**src/rtl/addsub_accum_pkg.sv**
```systemverilog
// ============================================================================
// Module : addsub_accum_pkg
// Brief  : Shared mode encoding and default widths for the add/sub/accum pipe.
// Rev    : 1.0  initial release
// ============================================================================
`default_nettype none

package addsub_accum_pkg;

   typedef enum logic [1:0] {
      MODE_ADD = 2'b00,
      MODE_SUB = 2'b01,
      MODE_ACC = 2'b10,
      MODE_CLR = 2'b11
   } mode_t;

   localparam int DEF_WIDTH     = 4;
   localparam int DEF_ACC_WIDTH = 8;
   localparam int DEF_CNT_WIDTH = 4;

endpackage

`default_nettype wire

```
**src/rtl/addsub_sat_unit.sv**
```systemverilog
// ============================================================================
// Module : addsub_sat_unit
// Brief  : Combinational add/subtract with carry/borrow and unsigned clamp.
// Rev    : 1.0  initial release
// ============================================================================
`default_nettype none

module addsub_sat_unit
   import addsub_accum_pkg::*;
#(
   parameter int ACC_WIDTH = DEF_ACC_WIDTH
) (
   input  logic [ACC_WIDTH-1:0] x,
   input  logic [ACC_WIDTH-1:0] y,
   input  mode_t                mode,
   input  logic                 sat_en,
   output logic [ACC_WIDTH-1:0] value,
   output logic                 carry
);

   logic [ACC_WIDTH:0] w_t;

   // One extra bit holds the carry-out for add or the borrow for subtract.
   always_comb begin
      w_t   = '0;
      value = '0;
      carry = 1'b0;
      unique case (mode)
         MODE_ADD,
         MODE_ACC: w_t = {1'b0, x} + {1'b0, y};
         MODE_SUB: w_t = {1'b0, x} - {1'b0, y};
         default:  w_t = '0;
      endcase
      carry = w_t[ACC_WIDTH];
      value = w_t[ACC_WIDTH-1:0];
      if (sat_en && carry) begin
         value = (mode == MODE_SUB) ? '0 : '1;
      end
   end

endmodule

`default_nettype wire

```
**src/rtl/addsub_accum_pipe.sv**
```systemverilog
// ============================================================================
// Module : addsub_accum_pipe
// Brief  : Two-stage add/sub/accumulate pipe with valid/ready on both sides.
// Rev    : 1.0  initial release
// ============================================================================
`default_nettype none

module addsub_accum_pipe
   import addsub_accum_pkg::*;
#(
   parameter int WIDTH     = DEF_WIDTH,
   parameter int ACC_WIDTH = DEF_ACC_WIDTH,
   parameter int CNT_WIDTH = DEF_CNT_WIDTH
) (
   input  logic                 clk,
   input  logic                 reset,
   input  logic                 in_valid,
   output logic                 in_ready,
   input  logic [WIDTH-1:0]     op_a,
   input  logic [WIDTH-1:0]     op_b,
   input  mode_t                mode,
   input  logic                 sat_en,
   output logic                 out_valid,
   input  logic                 out_ready,
   output logic [ACC_WIDTH-1:0] result,
   output logic                 carry,
   output logic                 overflow,
   output logic [CNT_WIDTH-1:0] txn_cnt
);

   logic                 r_s1_valid;
   logic [WIDTH-1:0]     r_s1_a;
   logic [WIDTH-1:0]     r_s1_b;
   mode_t                r_s1_mode;
   logic                 r_s1_sat;

   logic                 r_s2_valid;
   logic [ACC_WIDTH-1:0] r_result;
   logic                 r_carry;
   logic                 r_overflow;

   logic [ACC_WIDTH-1:0] r_acc;
   logic [CNT_WIDTH-1:0] r_txn_cnt;

   logic                 w_s2_open;
   logic                 w_s1_adv;
   logic                 w_accept;
   logic [ACC_WIDTH-1:0] w_a_ext;
   logic [ACC_WIDTH-1:0] w_b_ext;
   logic [ACC_WIDTH-1:0] w_x;
   logic [ACC_WIDTH-1:0] w_y;
   logic [ACC_WIDTH-1:0] w_value;
   logic                 w_carry;

   assign w_s2_open = !r_s2_valid || out_ready;
   assign w_s1_adv  = r_s1_valid && w_s2_open;
   assign in_ready  = !r_s1_valid || w_s1_adv;
   assign w_accept  = in_valid && in_ready;

   // A+B cannot overflow ACC_WIDTH, so ACC folds into a single two-input add.
   assign w_a_ext = ACC_WIDTH'(r_s1_a);
   assign w_b_ext = ACC_WIDTH'(r_s1_b);
   assign w_x     = (r_s1_mode == MODE_ACC) ? r_acc : w_a_ext;
   assign w_y     = (r_s1_mode == MODE_ACC) ? (w_a_ext + w_b_ext) : w_b_ext;

   addsub_sat_unit #(
      .ACC_WIDTH (ACC_WIDTH)
   ) u_sat_unit (
      .x      (w_x),
      .y      (w_y),
      .mode   (r_s1_mode),
      .sat_en (r_s1_sat),
      .value  (w_value),
      .carry  (w_carry)
   );

   always_ff @(posedge clk or posedge reset) begin
      if (reset) begin
         r_s1_valid <= 1'b0;
         r_s1_a     <= '0;
         r_s1_b     <= '0;
         r_s1_mode  <= MODE_ADD;
         r_s1_sat   <= 1'b0;
      end else if (in_ready) begin
         r_s1_valid <= in_valid;
         if (in_valid) begin
            r_s1_a    <= op_a;
            r_s1_b    <= op_b;
            r_s1_mode <= mode;
            r_s1_sat  <= sat_en;
         end
      end
   end

   always_ff @(posedge clk or posedge reset) begin
      if (reset) begin
         r_s2_valid <= 1'b0;
         r_result   <= '0;
         r_carry    <= 1'b0;
         r_overflow <= 1'b0;
      end else if (w_s2_open) begin
         r_s2_valid <= r_s1_valid;
         if (r_s1_valid) begin
            r_result   <= w_value;
            r_carry    <= w_carry;
            r_overflow <= w_carry && !r_s1_sat;
         end
      end
   end

   // Accumulator moves in lockstep with S1->S2 so chained ACCs see fresh data.
   always_ff @(posedge clk or posedge reset) begin
      if (reset) begin
         r_acc <= '0;
      end else if (w_s1_adv) begin
         if (r_s1_mode == MODE_ACC) begin
            r_acc <= w_value;
         end else if (r_s1_mode == MODE_CLR) begin
            r_acc <= '0;
         end
      end
   end

   always_ff @(posedge clk or posedge reset) begin
      if (reset) begin
         r_txn_cnt <= '0;
      end else if (w_accept) begin
         r_txn_cnt <= r_txn_cnt + 1'b1;
      end
   end

   assign out_valid = r_s2_valid;
   assign result    = r_result;
   assign carry     = r_carry;
   assign overflow  = r_overflow;
   assign txn_cnt   = r_txn_cnt;

endmodule

`default_nettype wire

```
**config.mk**
```make
export PLATFORM = sky130hd
export DESIGN_NAME = addsub_accum_pipe
export DESIGN_NICKNAME = d
export VERILOG_FILES = /design/src/rtl/addsub_accum_pkg.sv /design/src/rtl/addsub_sat_unit.sv /design/src/rtl/addsub_accum_pipe.sv
export SDC_FILE = /design/constraint.sdc
export NUM_CORES = 1
export LEC_CHECK = 0
export CORE_ASPECT_RATIO = 0.6
export CORE_UTILIZATION = 25
export CTS_BUF_LIST = sky130_fd_sc_hd__clkbuf_4 sky130_fd_sc_hd__clkbuf_8
export DETAILED_ROUTE_END_ITERATION = 8
export PLACE_DENSITY = 0.43
export SYNTH_ARGS = -nofsm -noshare
export SYNTH_HDL_FRONTEND = slang
export SYNTH_HIERARCHICAL = 1
export SYNTH_SLANG_ARGS = --single-unit
export TNS_END_PERCENT = 20
```
**constraint.sdc**
```tcl
create_clock -name clk -period 8.56 [get_ports clk]
set_input_delay 1.284 -clock clk [delete_from_list [all_inputs] [get_ports clk]]
set_output_delay 1.284 -clock clk [all_outputs]
set_load 0.05 [all_outputs]
```
=== Word level (Yosys, flattened, before mapping) ===
Cells that the tools add are included.

* Register bits: 35
* Bits of input ports: 15

* Reduce and logical (&&, ||, !) cells: 15
* Add/subtract/negate cells: 4
* Equal/unequal tests: 3
* Mux-type cells: 7

{| class="wikitable"
|+ Operators with widths
! operator !! number
|-
| $mux 8 || 5
|-
| $pmux 9 s2 || 1
|-
| $add 8x5->9 || 1
|-
| $sub 8x5->9 || 1
|-
| $reduce_and 2->1 || 3
|-
| $add 4x4->5 || 1
|-
| $mux 5 || 1
|-
| $add 4x1->4 const B || 1
|-
| $eq 2x2->1 const B || 2
|-
| $logic_and 1x1->1 || 4
|-
| $logic_not 1->1 || 3
|-
| $eq 2x1->1 const B || 1
|-
| $logic_not 2->1 || 1
|-
| $logic_or 1x1->1 || 2
|-
| $reduce_bool 2->1 || 1
|-
| $reduce_or 2->1 || 1
|}

=== Depth between registers and ports, before layout ===
Gate-level depths: netlist of the first run.

* Word-level depth: 7
* Depth in mapped cells: 17
* Mapped depth without buffers: 17

=== Modules after synthesis ===
Netlist of the first run, hierarchy kept.

{| class="wikitable"
|+ Modules (own cells, without submodules)
! module !! instances !! seq. area each (um2) !! area each (um2) !! cells each
|-
| addsub_accum_pipe || 1 || 875.8 || 1672.9 || 139
|-
| addsub_sat_unit || 1 || 0.0 || 747.0 || 102
|}

=== Worst setup path after synthesis of the first run ===
No wires, ideal clock.

* Path kind: register -> register
* Start point: register r_s1_a[0]
* End point: register r_acc[7]
* Arrival time: 3.608 ns
* Data required time: 8.435 ns
* Library setup time: 0.125 ns
* Clock period less this slack: 3.732 ns
* Stages on the path, launching flop included: 18
* Slack: 4.828 ns
* Path through: dfrtp_1 -> ha_1 -> inv_1 -> fa_1 -> o21ai_0 -> inv_1 -> ha_1 -> nor3b_2 -> a21oi_1 -> xnor2_1 -> ha_1 -> o21a_1 -> o21ai_2 -> o2bb2ai_4 -> mux2i_1 -> o21ai_1 -> nor2b_1 -> mux2_2

* Longest elaborated chain between the ends: 7

{| class="wikitable"
|+ RTL lines
! element !! line !! source
|-
| start: declaration || addsub_accum_pipe.sv:32 || <nowiki>logic [WIDTH-1:0] r_s1_a;</nowiki>
|-
| start signal: assignment || addsub_accum_pipe.sv:87 || <nowiki>r_s1_a <= op_a;</nowiki>
|-
| $add 4x4->5 * || addsub_accum_pipe.sv:64 || <nowiki>assign w_y = (r_s1_mode == MODE_ACC) ? (w_a_ext + w_b_ext) : w_b_ext;</nowiki>
|-
| $mux 5 * || addsub_accum_pipe.sv:64 ||
|-
| net w_y[1] || addsub_accum_pipe.sv:51 || <nowiki>logic [ACC_WIDTH-1:0] w_y;</nowiki>
|-
| $sub 8x5->9 or $add 8x5->9 (tied branches) || addsub_sat_unit.sv:31, addsub_sat_unit.sv:30 ||
|-
| $pmux 9 s2 * || addsub_sat_unit.sv:28 || <nowiki>unique case (mode)</nowiki>
|-
| $logic_and 1x1->1 || addsub_sat_unit.sv:36 || <nowiki>if (sat_en && carry) begin</nowiki>
|-
| $mux 8 * || addsub_sat_unit.sv:36 ||
|-
| net w_value[7] || addsub_accum_pipe.sv:52 || <nowiki>logic [ACC_WIDTH-1:0] w_value;</nowiki>
|-
| $mux 8 * || addsub_accum_pipe.sv:116 || <nowiki>if (r_s1_mode == MODE_ACC) begin</nowiki>
|-
| end signal: assignment || addsub_accum_pipe.sv:117 || <nowiki>r_acc <= w_value;</nowiki>
|-
| end: declaration || addsub_accum_pipe.sv:42 || <nowiki>logic [ACC_WIDTH-1:0] r_acc;</nowiki>
|}

The timed path passes the listed nets; every way through them passes the cells marked *.
A chain may end at the register's enable or synchronous reset.

=== Final worst setup path of the first run ===
* Start point: register r_s1_mode[0]
* End point: register r_acc[5]

* Longest elaborated chain between the ends: 7

{| class="wikitable"
|+ RTL lines
! element !! line !! source
|-
| start: declaration || addsub_accum_pipe.sv:34 || <nowiki>mode_t r_s1_mode;</nowiki>
|-
| start signal: assignment || addsub_accum_pipe.sv:89 || <nowiki>r_s1_mode <= mode;</nowiki>
|-
| $eq 2x2->1 * || addsub_accum_pipe.sv:64 ||
|-
| $mux 5 * || addsub_accum_pipe.sv:64 ||
|-
| net w_y[2] || addsub_accum_pipe.sv:51 ||
|-
| $sub 8x5->9 or $add 8x5->9 (tied branches) || addsub_sat_unit.sv:31, addsub_sat_unit.sv:30 ||
|-
| $pmux 9 s2 * || addsub_sat_unit.sv:28 ||
|-
| $logic_and 1x1->1 || addsub_sat_unit.sv:36 ||
|-
| $mux 8 * || addsub_sat_unit.sv:36 ||
|-
| net w_value[5] || addsub_accum_pipe.sv:52 ||
|-
| $mux 8 * || addsub_accum_pipe.sv:116 ||
|}

Marked as above.

==> impl_metrics.sql, run 1 <==
INSERT INTO impl_metrics (metric_group, metric, value, unit) VALUES
('status', 'status', 'complete, no violations', ''),
('layout', 'syn_to_final_growth', '23.4', '%'),
('floorplan', 'starting_density', '26.0', '%'),
('timing', 'slew-limit-headroom', '48.6', '%'),
('route', 'drc', '0', ''),
('timing', 'final.min_clock_period', '4500', 'ps'),
('synthesis', 'netlist.top_cell.by_area', 'sky130_fd_sc_hd__dfrtp_1', ''),
('hold_path', 'hold_path.class', 'flip-flop to flip-flop', ''),
('power', 'total_power', '948', 'uW'),
('clocking', 'clock_latency', '290', 'ps'),
('clocking', 'clkSlewWorstSetupHoldPaths', '80', 'ps'),
('floorplan', 'fp.dieH', '78.2', 'um'),
('route', 'route.detailed.wl_per_inst', '13.2', 'um'),
('synthesis', 'top_cells_by_count_synth', 'sky130_fd_sc_hd__dfrtp_1, sky130_fd_sc_hd__mux2_2, sky130_fd_sc_hd__nand2_1, sky130_fd_sc_hd__inv_1', ''),
('place', 'gp_routability_congestion', '0.878', ''),
('route', 'drt.antenna.violating_nets', '0', ''),
('timing', 'max_freq', '0.222', 'GHz'),
('synthesis', 'synthFlopType', 'sky130_fd_sc_hd__dfrtp_1', ''),
('floorplan', 'io-pin-count', '31', ''),
('route', 'drtPass1Iterations', '4', ''),
('floorplan', 'rows', '27', ''),
('clocking', 'cts_root_buffer', 'sky130_fd_sc_hd__clkbuf_8', ''),
('critical_path', 'setup.worst_path.end_class', 'flip-flop', ''),
('place', 'post_placement_setup_slack', '4030', 'ps'),
('floorplan', 'dieArea', '10100', 'um^2'),
('layout', 'nNetsFinal', '312', ''),
('critical_path', 'regToRegEndpoint', 'r_acc[5]$_DFFE_PP0P_', ''),
('layout', 'diodes', '0', ''),
('route', 'vias_per_cell', '4.42', ''),
('synthesis', 'fraction_of_synthesized_cell_area_taken_by_the_top_area_cell_type', '36.2', '%'),
('clocking', 'htree_num_levels', '2', ''),
('power', 'power.static_leakage', '0.00133', 'uW'),
('clocking', 'clock_sinks', '35', ''),
('clocking', 'post_cts_hold_buffer_count', '0', ''),
('layout', 'post_layout_util', '32.1', '%'),
('timing', 'worst_slew_pin_slew', '770', 'ps'),
('power', 'irDropWorstVdd', '0.160', 'mV'),
('floorplan', 'die_w', '129', 'um'),
('critical_path', 'worst_r2r_path_depth', '14', ''),
('synthesis', 'syn-mean-instance-area', '10.0', 'um^2'),
('critical_path', 'timing.critical_path.arrival', '4670', 'ps'),
('synthesis', 'synthCells', '241', ''),
('synthesis', 'synth_area_leaders', 'sky130_fd_sc_hd__dfrtp_1, sky130_fd_sc_hd__mux2_2, sky130_fd_sc_hd__ha_1', ''),
('global_routing', 'antenna_found_initial', '0', ''),
('timing', 'slew_viol_final', '0', ''),
('synthesis', 'synthMostInstantiatedCell', 'sky130_fd_sc_hd__dfrtp_1', ''),
('synthesis', 'ys_async_sr_fraction', '100', '%'),
('global_routing', 'globalRouteTotalUtil', '12.1', '%'),
('synthesis', 'synth-seq-cells', '35', ''),
('floorplan', 'floorplan.core_area', '9290', 'um^2'),
('timing', 'report.final.setup_viol', '0', ''),
('global_routing', 'grt_overflow_total', '0', ''),
('place', 'place.detailed.instances', '404', ''),
('clocking', 'cts.path.max_buffers', '2', ''),
('layout', 'finalNonFillerCells', '412', ''),
('timing', 'fin_ws', '4060', 'ps'),
('timing', 'rsz_0062_raised_after_global_routing', 'false', ''),
('timing', 'final-hold-violation-count', '0', ''),
('synthesis', 'synth_enable_flop_cells', '0', ''),
('critical_path', 'critical_path.reg2reg.startpoint', 'r_s1_mode[0]$_DFFE_PP0P_', ''),
('hold_path', 'hold-path-endpoint', 'txn_cnt[3]$_DFFE_PP0P_', ''),
('route', 'drt-total-wl', '5.45', 'mm'),
('layout', 'num-fill-cells', '982', ''),
('route', 'dr_total_vias', '1821', ''),
('critical_path', 'worst_r2r_setup_slack', '4060', 'ps'),
('critical_path', 'critical_path_required', '8730', 'ps'),
('layout', 'drive_above_1_share', '16.3', '%'),
('clocking', 'cts.repair_timing.setup_buffer_count', '0', ''),
('clocking', 'tritoncts_clock_tree', 'built', ''),
('run', 'drv_cap', '0', ''),
('global_routing', 'grt_first_pass_wirelength', '9.23', 'mm');
==> cell type report <==
type | instances | area, um^2 | share of cell area [%]
sequential | 35 | 876 | 29.3
timing repair buffer | 31 | 308 | 10.3
tap | 130 | 163 | 5.45
multi-input combinational | 192 | 1480 | 49.6
clock inverter | 2 | 16.3 | 0.545
clock buffer | 6 | 82.6 | 2.77
inverter | 16 | 60.1 | 2.01
==> how the worst max path moves through the flow <==
| stage | start | to | slack, ps | depth (start not counted) |
|---|---|---|---|---|
| after detailed placement | r_s1_mode[0]$_DFFE_PP0P_ | r_acc[5]$_DFFE_PP0P_ | 4030 | 14 |
| final | r_s1_mode[0]$_DFFE_PP0P_ | r_acc[5]$_DFFE_PP0P_ | 4060 | 14 |
| after global placement | r_s1_mode[0]$_DFFE_PP0P_ | r_acc[4]$_DFFE_PP0P_ | 4080 | 14 |
| after CTS | r_s1_mode[0]$_DFFE_PP0P_ | r_acc[5]$_DFFE_PP0P_ | 4010 | 14 |
| after floorplan | r_s1_a[0]$_DFFE_PP0P_ | r_acc[7]$_DFFE_PP0P_ | 4830 | 17 |
| after global routing | r_s1_mode[0]$_DFFE_PP0P_ | r_acc[5]$_DFFE_PP0P_ | 3580 | 14 |
==> through the flow <==
stage,area (um^2),hold WS (ps)
final,2990,484
after CTS,2990,495
after global placement,2890,466
after global routing,2990,516
after detailed placement,2890,474
after floorplan,2440,471
==> metal layers <==
metal,routed length (um),vias to the layer above,track usage [%]
li1,-,922,-
met1,3090,869,18.3
met2,2060,28,16.1
met3,268,2,4.02
met4,27,0,2.47
met5,0,-,0
==> critical path, stage by stage, from the launching register on <==
cell and delay [ps]:
sky130_fd_sc_hd__dfrtp_1 580, sky130_fd_sc_hd__nor2b_1 700, sky130_fd_sc_hd__o21ai_0 170, sky130_fd_sc_hd__o21ai_0 410
sky130_fd_sc_hd__nor3_1 170, sky130_fd_sc_hd__a31oi_1 220, sky130_fd_sc_hd__xnor2_1 90, sky130_fd_sc_hd__ha_1 320
sky130_fd_sc_hd__o21a_1 220, sky130_fd_sc_hd__o21ai_2 230, sky130_fd_sc_hd__o2bb2ai_4 170, sky130_fd_sc_hd__mux2i_1 490
sky130_fd_sc_hd__nand2_1 150, sky130_fd_sc_hd__nor2b_1 170, sky130_fd_sc_hd__mux2_2 270
==> flip-flops by register name, summed over array words and instances, names as in the netlist <==
signal	cells
r_s1_valid	1
txn_cnt	4
r_s1_a	4
r_acc	8
r_s1_mode	2
carry	1
out_valid	1
result	8
r_s1_b	4
r_s1_sat	1
overflow	1
==> cell families after synthesis <==
group                    Yosys count  synth area share [%]
AO/OA/AOI/OAI                     40                  13.0
XOR/XNOR                          12                  4.34
adder cells (fa/ha/maj)           16                  8.89
buffers and inverters             20                  3.57
flip-flops                        35                  36.2
multiplexers                      33                  15.3
other                              1                 0.155
AND/OR/NAND/NOR                   84                  18.6
==> placed cells by master, fill, tap and decap left out, types with 3 or more instances in the layout <==
cell type and instances:
sky130_fd_sc_hd__dfrtp_1 35, sky130_fd_sc_hd__mux2_2 31, sky130_fd_sc_hd__clkdlybuf4s50_1 30, sky130_fd_sc_hd__nand2_1 26, sky130_fd_sc_hd__inv_1 16, sky130_fd_sc_hd__nor2b_1 14, sky130_fd_sc_hd__ha_1 14, sky130_fd_sc_hd__xnor2_1 12
sky130_fd_sc_hd__nor2_1 11, sky130_fd_sc_hd__o21ai_0 10, sky130_fd_sc_hd__conb_1 7, sky130_fd_sc_hd__nand3_1 6, sky130_fd_sc_hd__nand2b_1 6, sky130_fd_sc_hd__clkbuf_8 6, sky130_fd_sc_hd__a21oi_1 5, sky130_fd_sc_hd__and2_1 5
sky130_fd_sc_hd__o21a_1 5, sky130_fd_sc_hd__nor3_1 4, sky130_fd_sc_hd__o31ai_1 3, sky130_fd_sc_hd__o211ai_1 3
==> report_power, final <==
part	switching, uW	total [uW]	internal (uW)	leakage, uW
clock	63.6	129	65.7	0.0000474
combinational	313	555	241	0.000854
sequential	43.0	264	222	0.000431
total	420	948	529	0.00133
Note: power is estimated with default switching activity, not from simulation.
==> run 2, diff against run 1 <==
--- a/config.mk
+++ b/config.mk
@@ -9,7 +9,7 @@
 export CORE_UTILIZATION = 25
 export CTS_BUF_LIST = sky130_fd_sc_hd__clkbuf_4 sky130_fd_sc_hd__clkbuf_8
 export DETAILED_ROUTE_END_ITERATION = 8
-export PLACE_DENSITY = 0.43
+export PLACE_DENSITY = 0.45
 export SYNTH_ARGS = -nofsm -noshare
 export SYNTH_HDL_FRONTEND = slang
 export SYNTH_HIERARCHICAL = 1
==> constraint.sdc (replaced) <==
create_clock -name clk -period 4 [get_ports clk]
set_input_delay 0.6 -clock clk [delete_from_list [all_inputs] [get_ports clk]]
set_output_delay 0.6 -clock clk [all_outputs]
set_load 0.05 [all_outputs]
==> run 2 against run 1 <==
  * Total power increased by 130%
  * Routed wire length increased by 9.9%
  * Combinational power increased by 140%
  * Critical endpoint is now r_acc[7]$_DFFE_PP0P_
  * Largest power group unchanged
  * Highest routed layer unchanged
==> impl_metrics.sql, run 2 (synthesis results as in run 1) <==
INSERT INTO impl_metrics (metric_group, metric, value, unit) VALUES
('status', 'status', 'complete, no violations', ''),
('layout', 'drive_above_1_share', '27.2', '%'),
('timing', 'clock-skew-final', '10.3', 'ps'),
('clocking', 'clock_sinks', '35', ''),
('floorplan', 'rows', '27', ''),
('clocking', 'tritoncts_clock_tree', 'built', ''),
('layout', 'layout_common_cells', 'sky130_fd_sc_hd__dfrtp_1, sky130_fd_sc_hd__mux2_2, sky130_fd_sc_hd__clkdlybuf4s50_1', ''),
('layout', 'syn_to_final_growth', '33.5', '%'),
('route', 'drt-total-wl', '5.99', 'mm'),
('floorplan', 'dieArea', '10100', 'um^2'),
('timing', 'report.final.setup_viol', '0', ''),
('hold_path', 'hold_path.class', 'flip-flop to flip-flop', ''),
('critical_path', 'critical_path.max_stage_delay', '430', 'ps'),
('clocking', 'cts_made_buffers', '5', ''),
('route', 'dr_total_vias', '1926', ''),
('timing', 'max_freq', '0.265', 'GHz'),
('route', 'drt.antenna.violating_nets', '0', ''),
('place', 'gp_routability_congestion', '0.772', ''),
('route', 'drtPass1Iterations', '5', ''),
('timing', 'rsz_0062_raised_after_global_routing', 'true', ''),
('route', 'initialDrtViolationCount', '101', ''),
('power', 'power.static_leakage', '0.00145', 'uW'),
('layout', 'nNetsFinal', '333', ''),
('clocking', 'clock_latency', '290', 'ps'),
('timing', 'slew-limit-headroom', '29.0', '%'),
('critical_path', 'timing.critical_path.slowest_stage_cell', 'sky130_fd_sc_hd__fa_2', ''),
('run', 'drv_cap', '0', ''),
('floorplan', 'io-pin-count', '31', ''),
('floorplan', 'die_w', '129', 'um'),
('place', 'detailedPlacementHpwl', '4.62', 'mm'),
('layout', 'diodes', '0', ''),
('timing', 'slew_viol_final', '0', ''),
('place', 'post_placement_setup_slack', '-12.3', 'ps'),
('critical_path', 'timing_worst_setup_path_type', 'flip-flop to flip-flop', ''),
('route', 'route.detailed.wl_per_inst', '13.9', 'um'),
('critical_path', 'cpLargestDelayFamily', 'adder cells', ''),
('timing', 'fin_ws', '223', 'ps'),
('layout', 'num-fill-cells', '974', ''),
('clocking', 'cts.path.max_buffers', '2', ''),
('place', 'port_buffers', '30', ''),
('global_routing', 'grt_start_max_net_pins', '27', ''),
('critical_path', 'worst-path-buf-inv', '3', ''),
('clocking', 'clkSlewWorstSetupHoldPaths', '80', 'ps'),
('global_routing', 'antenna_found_initial', '0', ''),
('critical_path', 'crit_path_cell_trace', 'ha_2 -> inv_2 -> fa_2 -> o21ai_2 -> inv_1 -> ha_1 -> nor3b_4 -> a21oi_2 -> xnor2_1 -> ha_1 -> o21a_1 -> o21ai_4 -> o2bb2ai_4 -> mux2i_1 -> buf_4 -> o21ai_2 -> nor2b_1 -> mux2_2', ''),
('critical_path', 'setup.worst_path.end_class', 'flip-flop', ''),
('critical_path', 'crit_path_max_fanout', '4', ''),
('floorplan', 'floorplan.core_area', '9290', 'um^2'),
('route', 'vias_per_cell', '4.46', ''),
('floorplan', 'fp.dieH', '78.2', 'um'),
('critical_path', 'timing.critical_path.arrival', '3960', 'ps'),
('timing', 'final_min_period_over_clock_period', '94.4', '%'),
('power', 'irDropWorstVdd', '0.400', 'mV'),
('critical_path', 'critical_path_required', '4180', 'ps'),
('clocking', 'htree_num_levels', '2', ''),
('global_routing', 'vias_in_the_first_global_route', '1923', ''),
('power', 'total_power', '2220', 'uW'),
('critical_path', 'start_kind', 'flip-flop', ''),
('clocking', 'cts_root_buffer', 'sky130_fd_sc_hd__clkbuf_8', ''),
('timing', 'final.min_clock_period', '3780', 'ps'),
('timing', 'final-hold-violation-count', '0', ''),
('power', 'power.density_cell_area', '687', 'nW/um^2'),
('layout', 'final_common_cell', 'sky130_fd_sc_hd__dfrtp_1', ''),
('global_routing', 'grt_first_pass_wirelength', '10.1', 'mm'),
('global_routing', 'grt_overflow_total', '0', ''),
('floorplan', 'starting_density', '26.0', '%'),
('global_routing', 'globalRouteTotalUtil', '13.1', '%'),
('route', 'drc', '0', ''),
('timing', 'worst_slew_pin_slew', '1060', 'ps');
-- run 2: cell count changes in the layout (fill, tap and decap cells not counted), moves of 2 or more --
cell,previous run,this run
sky130_fd_sc_hd__nor2b_1,14,11
sky130_fd_sc_hd__fa_2,0,2
sky130_fd_sc_hd__nor2b_2,0,2
sky130_fd_sc_hd__nand2_1,26,24
sky130_fd_sc_hd__nand2_2,0,2
sky130_fd_sc_hd__o21ai_0,10,7
sky130_fd_sc_hd__fa_1,2,0
sky130_fd_sc_hd__ha_1,14,12
sky130_fd_sc_hd__buf_4,1,22
-- run 2: where the power goes --
group          internal (uW)  switching (uW)
logic                    603             737
clock network            182             136
registers                474            87.0
-- run 2: timing repair --
item                                    CTS  global route
buffers inserted                          3             5
endpoints found under the hold margin     0             0
hold buffers                              0             0
pin swaps                                 1            14
endpoints found under the setup margin    1            18
resized for setup                         0            22
-- run 2: final timing paths --
kind                                   startpoint                      to  slack (ps)  depth (start not counted)
hold / removal             txn_cnt[3]$_DFFE_PP0P_  txn_cnt[3]$_DFFE_PP0P_         480                          1
min in group asynchronous                   reset   result[4]$_DFFE_PP0P_         870                          2
hold reg to reg            txn_cnt[3]$_DFFE_PP0P_  txn_cnt[3]$_DFFE_PP0P_         480                          1
setup / recovery            r_s1_b[0]$_DFFE_PP0P_    r_acc[7]$_DFFE_PP0P_         220                         18
max in group asynchronous                   reset   result[2]$_DFFE_PP0P_        2390                          3
setup reg to reg            r_s1_b[0]$_DFFE_PP0P_    r_acc[7]$_DFFE_PP0P_         220                         18
-- run 2: stage by stage --
step | std cells | instance area [um^2] | hold WS (ps) | setup TNS [ps] | util, %
2_1_floorplan | 247 | 2440 | 471 | 0 | -
3_3_place_gp | 417 | 2980 | 467 | 0 | 32.1
3_5_place_dp | 417 | 2980 | 462 | -12.3 | 32.1
4_1_cts | 427 | 3110 | 486 | 0 | 33.5
5_1_grt | 432 | 3230 | 505 | -160 | 34.8
6_report | 432 | 3230 | 483 | 0 | 34.8
-- run 2: cell type report --
type	count	area (um^2)	area share (%)
Multi-Input combinational cell	192	1560	48.3
Sequential cell	35	876	27.1
Timing Repair Buffer	52	465	14.4
Tap cell	130	163	5.04
Clock buffer	5	68.8	2.13
Inverter	16	60.1	1.86
Clock inverter	2	37.5	1.16
-- run 2: layer usage --
layer  vias to the layer above  track usage, %  share of wire (%)
met5                         -               0                  0
met3                         4            3.48                4.3
met1                       928            20.8                 59
met2                        34            16.8                 36
li1                        960               -                  -
met4                         0            3.18               0.67
